**config.mk**
```make
export PLATFORM = sky130hd
export DESIGN_NAME = aes_req_arbiter_flat
export DESIGN_NICKNAME = d
export VERILOG_FILES = /design/src/rtl/aes_req_arbiter_if.sv /design/src/rtl/aes_req_arbiter.sv /design/src/flat_wrapper.sv
export SDC_FILE = /design/constraint.sdc
export NUM_CORES = 1
export LEC_CHECK = 0
export CAP_MARGIN = 30
export CORE_AREA = 10 10 440 442
export DETAILED_ROUTE_END_ITERATION = 8
export DIE_AREA = 0 0 450 452
export PLACE_DENSITY = 0.34
export SLEW_MARGIN = 40
export SYNTH_ARGS = -nofsm -noshare
export SYNTH_HDL_FRONTEND = slang
export SYNTH_SLANG_ARGS = --single-unit
```
**constraint.sdc**
```tcl
create_clock -name AES_clk -period 2.3 [get_ports AES_clk]
set_clock_uncertainty 0.1 [all_clocks]
set_input_delay 0.575 -clock AES_clk [delete_from_list [all_inputs] [get_ports AES_clk]]
set_output_delay 0.575 -clock AES_clk [all_outputs]
set_load 0.05 [all_outputs]
```
**src/rtl/aes_req_arbiter_if.sv**
```systemverilog
// Signal bundle between two encryption requesters, the AES core and aes_req_arbiter.
// The slave modport is the arbiter's view; master is the requesters/core side.
interface aes_req_arbiter_if;
  logic         req0_valid;
  logic [127:0] req0_data;
  logic [127:0] req0_key;
  logic         req0_ready;
  logic         req1_valid;
  logic [127:0] req1_data;
  logic [127:0] req1_key;
  logic         req1_ready;

  logic         rsp0_valid;
  logic [127:0] rsp0_data;
  logic         rsp0_err;
  logic         rsp1_valid;
  logic [127:0] rsp1_data;
  logic         rsp1_err;

  logic         core_en;
  logic [127:0] core_data_in;
  logic [127:0] core_key_in;
  logic [127:0] core_data_out;
  logic         core_data_out_valid;

  logic         busy;

  modport slave (
    input  req0_valid, req0_data, req0_key,
    input  req1_valid, req1_data, req1_key,
    output req0_ready, req1_ready,
    output rsp0_valid, rsp0_data, rsp0_err,
    output rsp1_valid, rsp1_data, rsp1_err,
    output core_en, core_data_in, core_key_in,
    input  core_data_out, core_data_out_valid,
    output busy
  );

  modport master (
    output req0_valid, req0_data, req0_key,
    output req1_valid, req1_data, req1_key,
    input  req0_ready, req1_ready,
    input  rsp0_valid, rsp0_data, rsp0_err,
    input  rsp1_valid, rsp1_data, rsp1_err,
    input  core_en, core_data_in, core_key_in,
    output core_data_out, core_data_out_valid,
    input  busy
  );
endinterface

```
**src/rtl/aes_req_arbiter.sv**
```systemverilog
// Two-requester round-robin front end for a single AES core: one transaction in flight,
// per-requester response registers, and a bounded wait for the core result.
module aes_req_arbiter #(
  parameter int TIMEOUT_CYC = 64
) (
  input  logic             AES_clk,
  input  logic             AES_rst,
  aes_req_arbiter_if.slave bus
);

  localparam logic [1:0] ST_IDLE = 2'd0;
  localparam logic [1:0] ST_RUN  = 2'd1;
  localparam logic [1:0] ST_RESP = 2'd2;

  localparam logic [15:0] CNT_LAST = 16'(TIMEOUT_CYC - 1);

  logic [1:0]   state_q;
  logic [1:0]   state_d;
  logic         rr_ptr_q;
  logic         gnt_q;
  logic [15:0]  wait_cnt_q;
  logic [127:0] cap_data_q;
  logic [127:0] cap_key_q;
  logic [127:0] res_data0_q;
  logic [127:0] res_data1_q;
  logic         res_err0_q;
  logic         res_err1_q;

  logic         any_req;
  logic         gnt_idx;
  logic         accept;
  logic         timeout_hit;
  logic         run_done;
  logic [127:0] res_data;
  logic         res_err;

  // Arbitration only happens in IDLE and never while reset is held, so a request
  // that is pending through reset is granted in the first cycle after release.
  assign any_req = bus.req0_valid | bus.req1_valid;
  assign gnt_idx = (bus.req0_valid & bus.req1_valid) ? rr_ptr_q : bus.req1_valid;
  assign accept  = (state_q == ST_IDLE) & any_req & ~AES_rst;

  // A core result arriving on the last allowed cycle beats the timeout.
  assign timeout_hit = (wait_cnt_q == CNT_LAST);
  assign run_done    = (state_q == ST_RUN) & (bus.core_data_out_valid | timeout_hit);
  assign res_data    = bus.core_data_out_valid ? bus.core_data_out : '0;
  assign res_err     = ~bus.core_data_out_valid;

  always_comb begin
    // NOTE: state_d takes a default before the case so no path leaves it unassigned; without it a latch is inferred.
    state_d = state_q;
    case (state_q)
      ST_IDLE: if (accept)   state_d = ST_RUN;
      ST_RUN:  if (run_done) state_d = ST_RESP;
      ST_RESP:               state_d = ST_IDLE;
      default:               state_d = ST_IDLE;
    endcase
  end

  always_ff @(posedge AES_clk) begin
    // NOTE: sequential state uses non-blocking assignments so every register samples pre-edge values.
    if (AES_rst) begin
      // NOTE: the wide capture/result registers are reset too, because they drive visible outputs that must read zero after reset.
      state_q     <= ST_IDLE;
      rr_ptr_q    <= 1'b0;
      gnt_q       <= 1'b0;
      wait_cnt_q  <= '0;
      cap_data_q  <= '0;
      cap_key_q   <= '0;
      res_data0_q <= '0;
      res_data1_q <= '0;
      res_err0_q  <= 1'b0;
      res_err1_q  <= 1'b0;
    end else begin
      state_q <= state_d;

      if (accept) begin
        gnt_q      <= gnt_idx;
        rr_ptr_q   <= ~gnt_idx;
        wait_cnt_q <= '0;
        cap_data_q <= gnt_idx ? bus.req1_data : bus.req0_data;
        cap_key_q  <= gnt_idx ? bus.req1_key  : bus.req0_key;
      end else if (state_q == ST_RUN) begin
        wait_cnt_q <= wait_cnt_q + 16'd1;
      end

      // Only the granted requester's result registers move; the other side holds.
      if (run_done) begin
        if (gnt_q) begin
          res_data1_q <= res_data;
          res_err1_q  <= res_err;
        end else begin
          res_data0_q <= res_data;
          res_err0_q  <= res_err;
        end
      end
    end
  end

  assign bus.req0_ready = accept & ~gnt_idx;
  assign bus.req1_ready = accept &  gnt_idx;

  // A reset landing in the RESP cycle suppresses the pulse, aborting that response.
  assign bus.rsp0_valid = (state_q == ST_RESP) & ~gnt_q & ~AES_rst;
  assign bus.rsp1_valid = (state_q == ST_RESP) &  gnt_q & ~AES_rst;
  assign bus.rsp0_data  = res_data0_q;
  assign bus.rsp0_err   = res_err0_q;
  assign bus.rsp1_data  = res_data1_q;
  assign bus.rsp1_err   = res_err1_q;

  assign bus.core_en      = (state_q == ST_RUN);
  assign bus.core_data_in = cap_data_q;
  assign bus.core_key_in  = cap_key_q;
  assign bus.busy         = (state_q != ST_IDLE);

endmodule

```
**src/flat_wrapper.sv**
```systemverilog
// flat-port wrapper written by rule: the top's interface ports become plain ports
module aes_req_arbiter_flat 
#(
  parameter int TIMEOUT_CYC = 64
)
  (AES_clk, AES_rst, bus_req0_valid, bus_req0_data, bus_req0_key, bus_req1_valid, bus_req1_data, bus_req1_key, bus_req0_ready, bus_req1_ready, bus_rsp0_valid, bus_rsp0_data, bus_rsp0_err, bus_rsp1_valid, bus_rsp1_data, bus_rsp1_err, bus_core_en, bus_core_data_in, bus_core_key_in, bus_core_data_out, bus_core_data_out_valid, bus_busy);
  aes_req_arbiter_if bus_i ();
  input  logic AES_clk;
  input  logic AES_rst;
  input wire logic [$bits(bus_i.req0_valid)-1:0] bus_req0_valid;
  input wire logic [$bits(bus_i.req0_data)-1:0] bus_req0_data;
  input wire logic [$bits(bus_i.req0_key)-1:0] bus_req0_key;
  input wire logic [$bits(bus_i.req1_valid)-1:0] bus_req1_valid;
  input wire logic [$bits(bus_i.req1_data)-1:0] bus_req1_data;
  input wire logic [$bits(bus_i.req1_key)-1:0] bus_req1_key;
  output wire logic [$bits(bus_i.req0_ready)-1:0] bus_req0_ready;
  output wire logic [$bits(bus_i.req1_ready)-1:0] bus_req1_ready;
  output wire logic [$bits(bus_i.rsp0_valid)-1:0] bus_rsp0_valid;
  output wire logic [$bits(bus_i.rsp0_data)-1:0] bus_rsp0_data;
  output wire logic [$bits(bus_i.rsp0_err)-1:0] bus_rsp0_err;
  output wire logic [$bits(bus_i.rsp1_valid)-1:0] bus_rsp1_valid;
  output wire logic [$bits(bus_i.rsp1_data)-1:0] bus_rsp1_data;
  output wire logic [$bits(bus_i.rsp1_err)-1:0] bus_rsp1_err;
  output wire logic [$bits(bus_i.core_en)-1:0] bus_core_en;
  output wire logic [$bits(bus_i.core_data_in)-1:0] bus_core_data_in;
  output wire logic [$bits(bus_i.core_key_in)-1:0] bus_core_key_in;
  input wire logic [$bits(bus_i.core_data_out)-1:0] bus_core_data_out;
  input wire logic [$bits(bus_i.core_data_out_valid)-1:0] bus_core_data_out_valid;
  output wire logic [$bits(bus_i.busy)-1:0] bus_busy;
  assign bus_i.req0_valid = bus_req0_valid;
  assign bus_i.req0_data = bus_req0_data;
  assign bus_i.req0_key = bus_req0_key;
  assign bus_i.req1_valid = bus_req1_valid;
  assign bus_i.req1_data = bus_req1_data;
  assign bus_i.req1_key = bus_req1_key;
  assign bus_req0_ready = bus_i.req0_ready;
  assign bus_req1_ready = bus_i.req1_ready;
  assign bus_rsp0_valid = bus_i.rsp0_valid;
  assign bus_rsp0_data = bus_i.rsp0_data;
  assign bus_rsp0_err = bus_i.rsp0_err;
  assign bus_rsp1_valid = bus_i.rsp1_valid;
  assign bus_rsp1_data = bus_i.rsp1_data;
  assign bus_rsp1_err = bus_i.rsp1_err;
  assign bus_core_en = bus_i.core_en;
  assign bus_core_data_in = bus_i.core_data_in;
  assign bus_core_key_in = bus_i.core_key_in;
  assign bus_i.core_data_out = bus_core_data_out;
  assign bus_i.core_data_out_valid = bus_core_data_out_valid;
  assign bus_busy = bus_i.busy;
  aes_req_arbiter #(.TIMEOUT_CYC(TIMEOUT_CYC)) u_core (.AES_clk(AES_clk), .AES_rst(AES_rst), .bus(bus_i));
endmodule
```
======== Yosys cells after proc, flatten, opt, wreduce, memory -nomap -nowiden ========
Cells that the tools add are included.
word-level totals
  bits in registers ....................... 534
  bits of input ports ..................... 645
  word-level logic and storage cells ...... 45
operators by class
  reductions and logical operators ........ 6
  mux-type cells .......................... 7
  equality and inequality tests ........... 5
  $add $sub $neg .......................... 1
  bitwise logic cells ..................... 16
operators with widths
  kind                     number
  $mux W128                3
  $add A16 B1 Y16 const B  1
  $eq A16 B6 Y1 const B    1
  $and A1 B1 Y1            10
  $reduce_and A2 Y1        3
  $mux W2                  2
  $ne A2 B1 Y1 const B     2
  $not A1 Y1               4
  $pmux W2 S2              1
  $eq A2 B1 Y1 const B     1
  $eq A2 B2 Y1 const B     1
  $logic_not A2 Y1         1
  $or A1 B1 Y1             2
  $reduce_bool A2 Y1       1
  $reduce_or A2 Y1         1
  $mux W1                  1

======== Longest topological paths before layout ========
  word-level depth ........................ 5
  depth in mapped cells ................... 8

======== Least setup slack after synthesis ========
No wires, ideal clock.
  kind .................................... input to output
  start ................................... input port AES_rst
  end ..................................... output port bus_rsp0_valid
  setup slack ............................. -950 ps
  arrival ................................. 2,575 ps
  required time ........................... 1,625 ps
  path buffers ............................ 2
  stages on the path ...................... 3
  path through ............................ clkbuf_1 -> clkbuf_1 -> nor4b_1
between the ends
  cells in the longest elaborated chain, start to end .. 2
ends and longest elaborated chain
  what             line                    RTL
  start, declared  flat_wrapper.sv:9       input logic AES_rst;
  $not A1 Y1       aes_req_arbiter.sv:104  assign bus.rsp0_valid = (state_q == ST_RESP) & ~gnt_q & ~AES_rst;
  $and A1 B1 Y1    aes_req_arbiter.sv:104
  end, declared    flat_wrapper.sv:18      output wire logic [$bits(bus_i.rsp0_valid)-1:0] bus_rsp0_valid;
Every way passes these cells.

======== Worst setup path in the final report ========
  start ................................... register u_core.state_q[0]
  end ..................................... output port bus_req0_ready
between the ends
  cells in the longest elaborated chain, start to end .. 4
ends and longest elaborated chain
  what                        line                    RTL
  start, declared             aes_req_arbiter.sv:17   logic [1:0] state_q;
  start signal, assigned      aes_req_arbiter.sv:75   state_q <= state_d;
  $logic_not A2 Y1            aes_req_arbiter.sv:41   assign accept = (state_q == ST_IDLE) & any_req & ~AES_rst;
  $and A1 B1 Y1 (2 in a row)  aes_req_arbiter.sv:41
  $and A1 B1 Y1               aes_req_arbiter.sv:100  assign bus.req0_ready = accept & ~gnt_idx;
  end, declared               flat_wrapper.sv:16      output wire logic [$bits(bus_i.req0_ready)-1:0] bus_req0_ready;
Every way passes these cells.

==> results.ini <==
[worst_setup_path]
worst_setup_path_start_kind = flip-flop
crit_path_end_kind = primary output
reg2reg_from = u_core.wait_cnt_q[15]$_SDFFE_PP0P_
cp_slowest_stage_delay_ns = 0.34
critical_path_class = flip-flop to primary output
data_required_critical_path_ns = 1.62
cpMaxStageDelayCell = dfxtp_4
critical-path-top-cell-by-count = or2_4
reg2reg_to = u_core.bus.rsp1_data[21]$_SDFFE_PP0P_
reg2reg_setup_slack_ns = -0.14
worst_path_cell_trace = or2_4 -> or2_4 -> nor3_4 -> buf_12
cp_max_fo = 3
cell_depth_of_the_worst_flop_to_flop_path = 7
crit_arrival_ns = 1.88

[yosys]
synth_cell_type_count = 39
synth_nets = 3361
synth_edf_count = 0
yosysWarningCount = 0
synth.area.top_cells = dfxtp_1, a311oi_1, nand2_1, a21oi_1, nand3_1
synth_top_flop_cell = dfxtp_1
synth.largest_area_cell = dfxtp_1
synth_async_sr_flop_share_pct = 0
synth_area_um2 = 21500
synthMostInstantiatedCell = dfxtp_1
synth.yosys.seq_area_share_pct = 49.8
ys_ff_latch = 534
yosysTopAreaCellShare_pct = 49.8
post_synth_inst_count = 2715
post_synth_most_frequent_cells = dfxtp_1, nand2_1, nor2_1
syn-mean-instance-area_um2 = 7.90

[power_and_ir_drop]
ir_drop_v = 0.000453
leakage_nw = 15.1
power-per-cell-area_nw_per_um2 = 747

[worst_hold_path]
min_path_cells = 3
min_to = u_core.bus.rsp0_data[98]$_SDFFE_PP0P_
timing.hold.worst.start = bus_core_data_out_valid
hp-class = input port to flip-flop

[die]
start_util_pct = 11.6
floorplan.die.width_um = 450
die_area_um2 = 203000
fp.coreArea_um2 = 185000
floorplan.die.height_um = 452
io_pins = 1165
num_rows = 158

[layout]
finalInstanceArea_um2 = 41400
final_cell_count_without_fillers = 6435
area.growth.synth_to_final_pct = 93.1
fraction_of_layout_instances_using_a_drive_strength_above_1_pct = 29.7
layout.nets = 4532

[clock_tree]
worst_setup_hold_path_clk_slew_ns = 0.06
sinks_on_clock_net = 534
clock_path_buffers = 3
h-tree-depth = 3
clk_latency_ns = 0.69
tritoncts_clock_tree = done
cts-root-buf = clkbuf_16
tritoncts.num_buffers = 76

[route]
vias_per_cell = 3.91
finalWirelength_um = 157000
drt_first_pass_iters = 5
detail_route.drc_violations = 0
initialDrtViolationCount = 1331
routed_wire_length_per_instance_um = 24.4
num_vias = 25200
drt.antenna.violating_nets = 0

[place]
dp_hpwl_um = 120000
dp_cells = 6243
dpl-instance-area_um2 = 36200
gp_congestion = 0.812
buffer_ports.inserted = 1164

[sta]
worst_pin_slew_ns = 0.784
grt_setup_unrepaired = yes
finalSetupTns_ns = -12.72
fmax_ghz = 0.391
maxSlewViolCount = 0
timing.final.crit_share_pct = 111
finalWorstPathRequiredPeriod_ns = 2.56
final_critical_path_setup_slack_ns = -0.256
max_slew_margin_vs_limit_pct = 47.7
final_setup_violation_count = 185
hold_viol_final = 0

[outcome]
violations = setup timing
outcome = finished, violations left

[global_route]
grt_pass1_vias = 25900
grt_pass1_wl_um = 213000
antenna_violations_before_repair = 25
groute.usage.overall_pct = 14.4
grt_remaining_overflow = 0
pin_count_of_the_biggest_net_entering_global_routing = 86

[flow_run]
cap_violations = 0

per-stage QoR:
stage	power (mW)	hold WS, ns	setup WS [ns]	util [%]
floorplan	14.6	0.353	0.0119	-
finish	30.9	0.119	-0.256	22.4
global route	32.3	0.0733	-0.397	22.4
global placement	18.6	0.362	-0.300	19.6
CTS	31.4	0.0187	-0.383	21.9
detailed placement	18.6	0.370	-0.324	19.6
registers in the layout (all words and copies together) (netlist names):
register,cells
u_core.rr_ptr_q,1
u_core.bus.core_key_in,128
u_core.bus.core_data_in,128
u_core.bus.rsp0_data,128
u_core.bus.rsp1_data,128
u_core.bus.rsp1_err,1
u_core.state_q,2
u_core.bus.rsp0_err,1
u_core.wait_cnt_q,16
u_core.gnt_q,1
critical path: cells and delay by family, from the launching register on:
kind	cells	cell delay, ns
flip-flops	1	0.34
AND/OR/NAND/NOR	3	0.67
buffers and inverters	1	0.17
where the power goes:
part / total [mW] / switching, mW / internal [mW]
clock: 12.2 / 4.99 / 7.21
combinational: 8.37 / 5.33 / 3.04
sequential: 10.4 / 0.433 / 9.93
total: 30.9 / 10.8 / 20.2
logic make-up after synthesis:
logic type | synth area share [%]
buf+inv | 5.66
xor+xnor | 0.367
simple gates | 21.0
compound gates | 23.1
fa+ha+maj | 0.0583
flops | 49.8
what timing repair did:
action,4_1_cts,5_1_grt
gates cloned,22,10
hold buffers,1,0
endpoints found under the setup margin,333,272
setup buffers,17,7
hold endpoints to repair,1,0
pin swaps,131,226
resized for setup,828,301
layer usage:
layer,global-route usage [%],wire (um),part of all wire (%),up-vias
li1,-,-,-,12100
met2,27.5,84600,54,748
met1,15.5,59200,38,12200
met5,0,103,0.066,-
met4,2.93,2800,1.8,18
met3,4.46,10300,6.6,157
area by class of cell:
class	instances	area [um^2]
Clock buffer	114	2280
Tap cell	2480	3100
Inverter	6	27.5
Antenna cell	11	27.5
Fill cell	20500	143000
Multi-Input combinational cell	1888	11000
Sequential cell	534	10700
Timing Repair Buffer	1380	14000
Clock inverter	22	268
worst max-delay path by stage:
stage | from | endpoint | cells past startpoint | slack [ns]
5_1_grt | u_core.state_q[0]$_SDFFE_PP0P_ | bus_req0_ready | 4 | -0.40
6_report | u_core.state_q[0]$_SDFFE_PP0P_ | bus_req0_ready | 4 | -0.26
3_3_place_gp | bus_req1_valid | u_core.bus.core_data_in[104]$_SDFFE_PP0P_ | 7 | -0.30
2_1_floorplan | AES_rst | bus_rsp1_valid | 3 | 0.01
3_5_place_dp | bus_req0_valid | u_core.bus.core_data_in[82]$_SDFFE_PP0P_ | 8 | -0.32
4_1_cts | u_core.state_q[0]$_SDFFE_PP0P_ | bus_req0_ready | 4 | -0.38
cell usage in the layout, fill, tap and decap left out, types with 3 or more instances in the layout:
master / count
o21ai_4: 30
xor2_1: 4
a21oi_1: 220
a311oi_1: 256
nand2_1: 520
clkinv_2: 10
nand3_1: 261
clkdlybuf4s15_2: 180
and4_1: 3
nor2_1: 267
dfxtp_1: 531
inv_1: 5
xnor2_1: 5
buf_8: 10
clkbuf_1: 16
bufinv_16: 3
buf_4: 438
buf_16: 21
clkdlybuf4s50_1: 642
nand4_1: 5
buf_6: 6
o21ai_0: 4
clkdlybuf4s15_1: 7
o21ai_1: 3
clkbuf_2: 10
a21oi_2: 45
or3_1: 5
inv_6: 3
o21ai_2: 225
clkbuf_8: 22
buf_12: 58
diode_2: 11
clkbuf_16: 83
No activity file was read; power rests on OpenSTA's default activity.
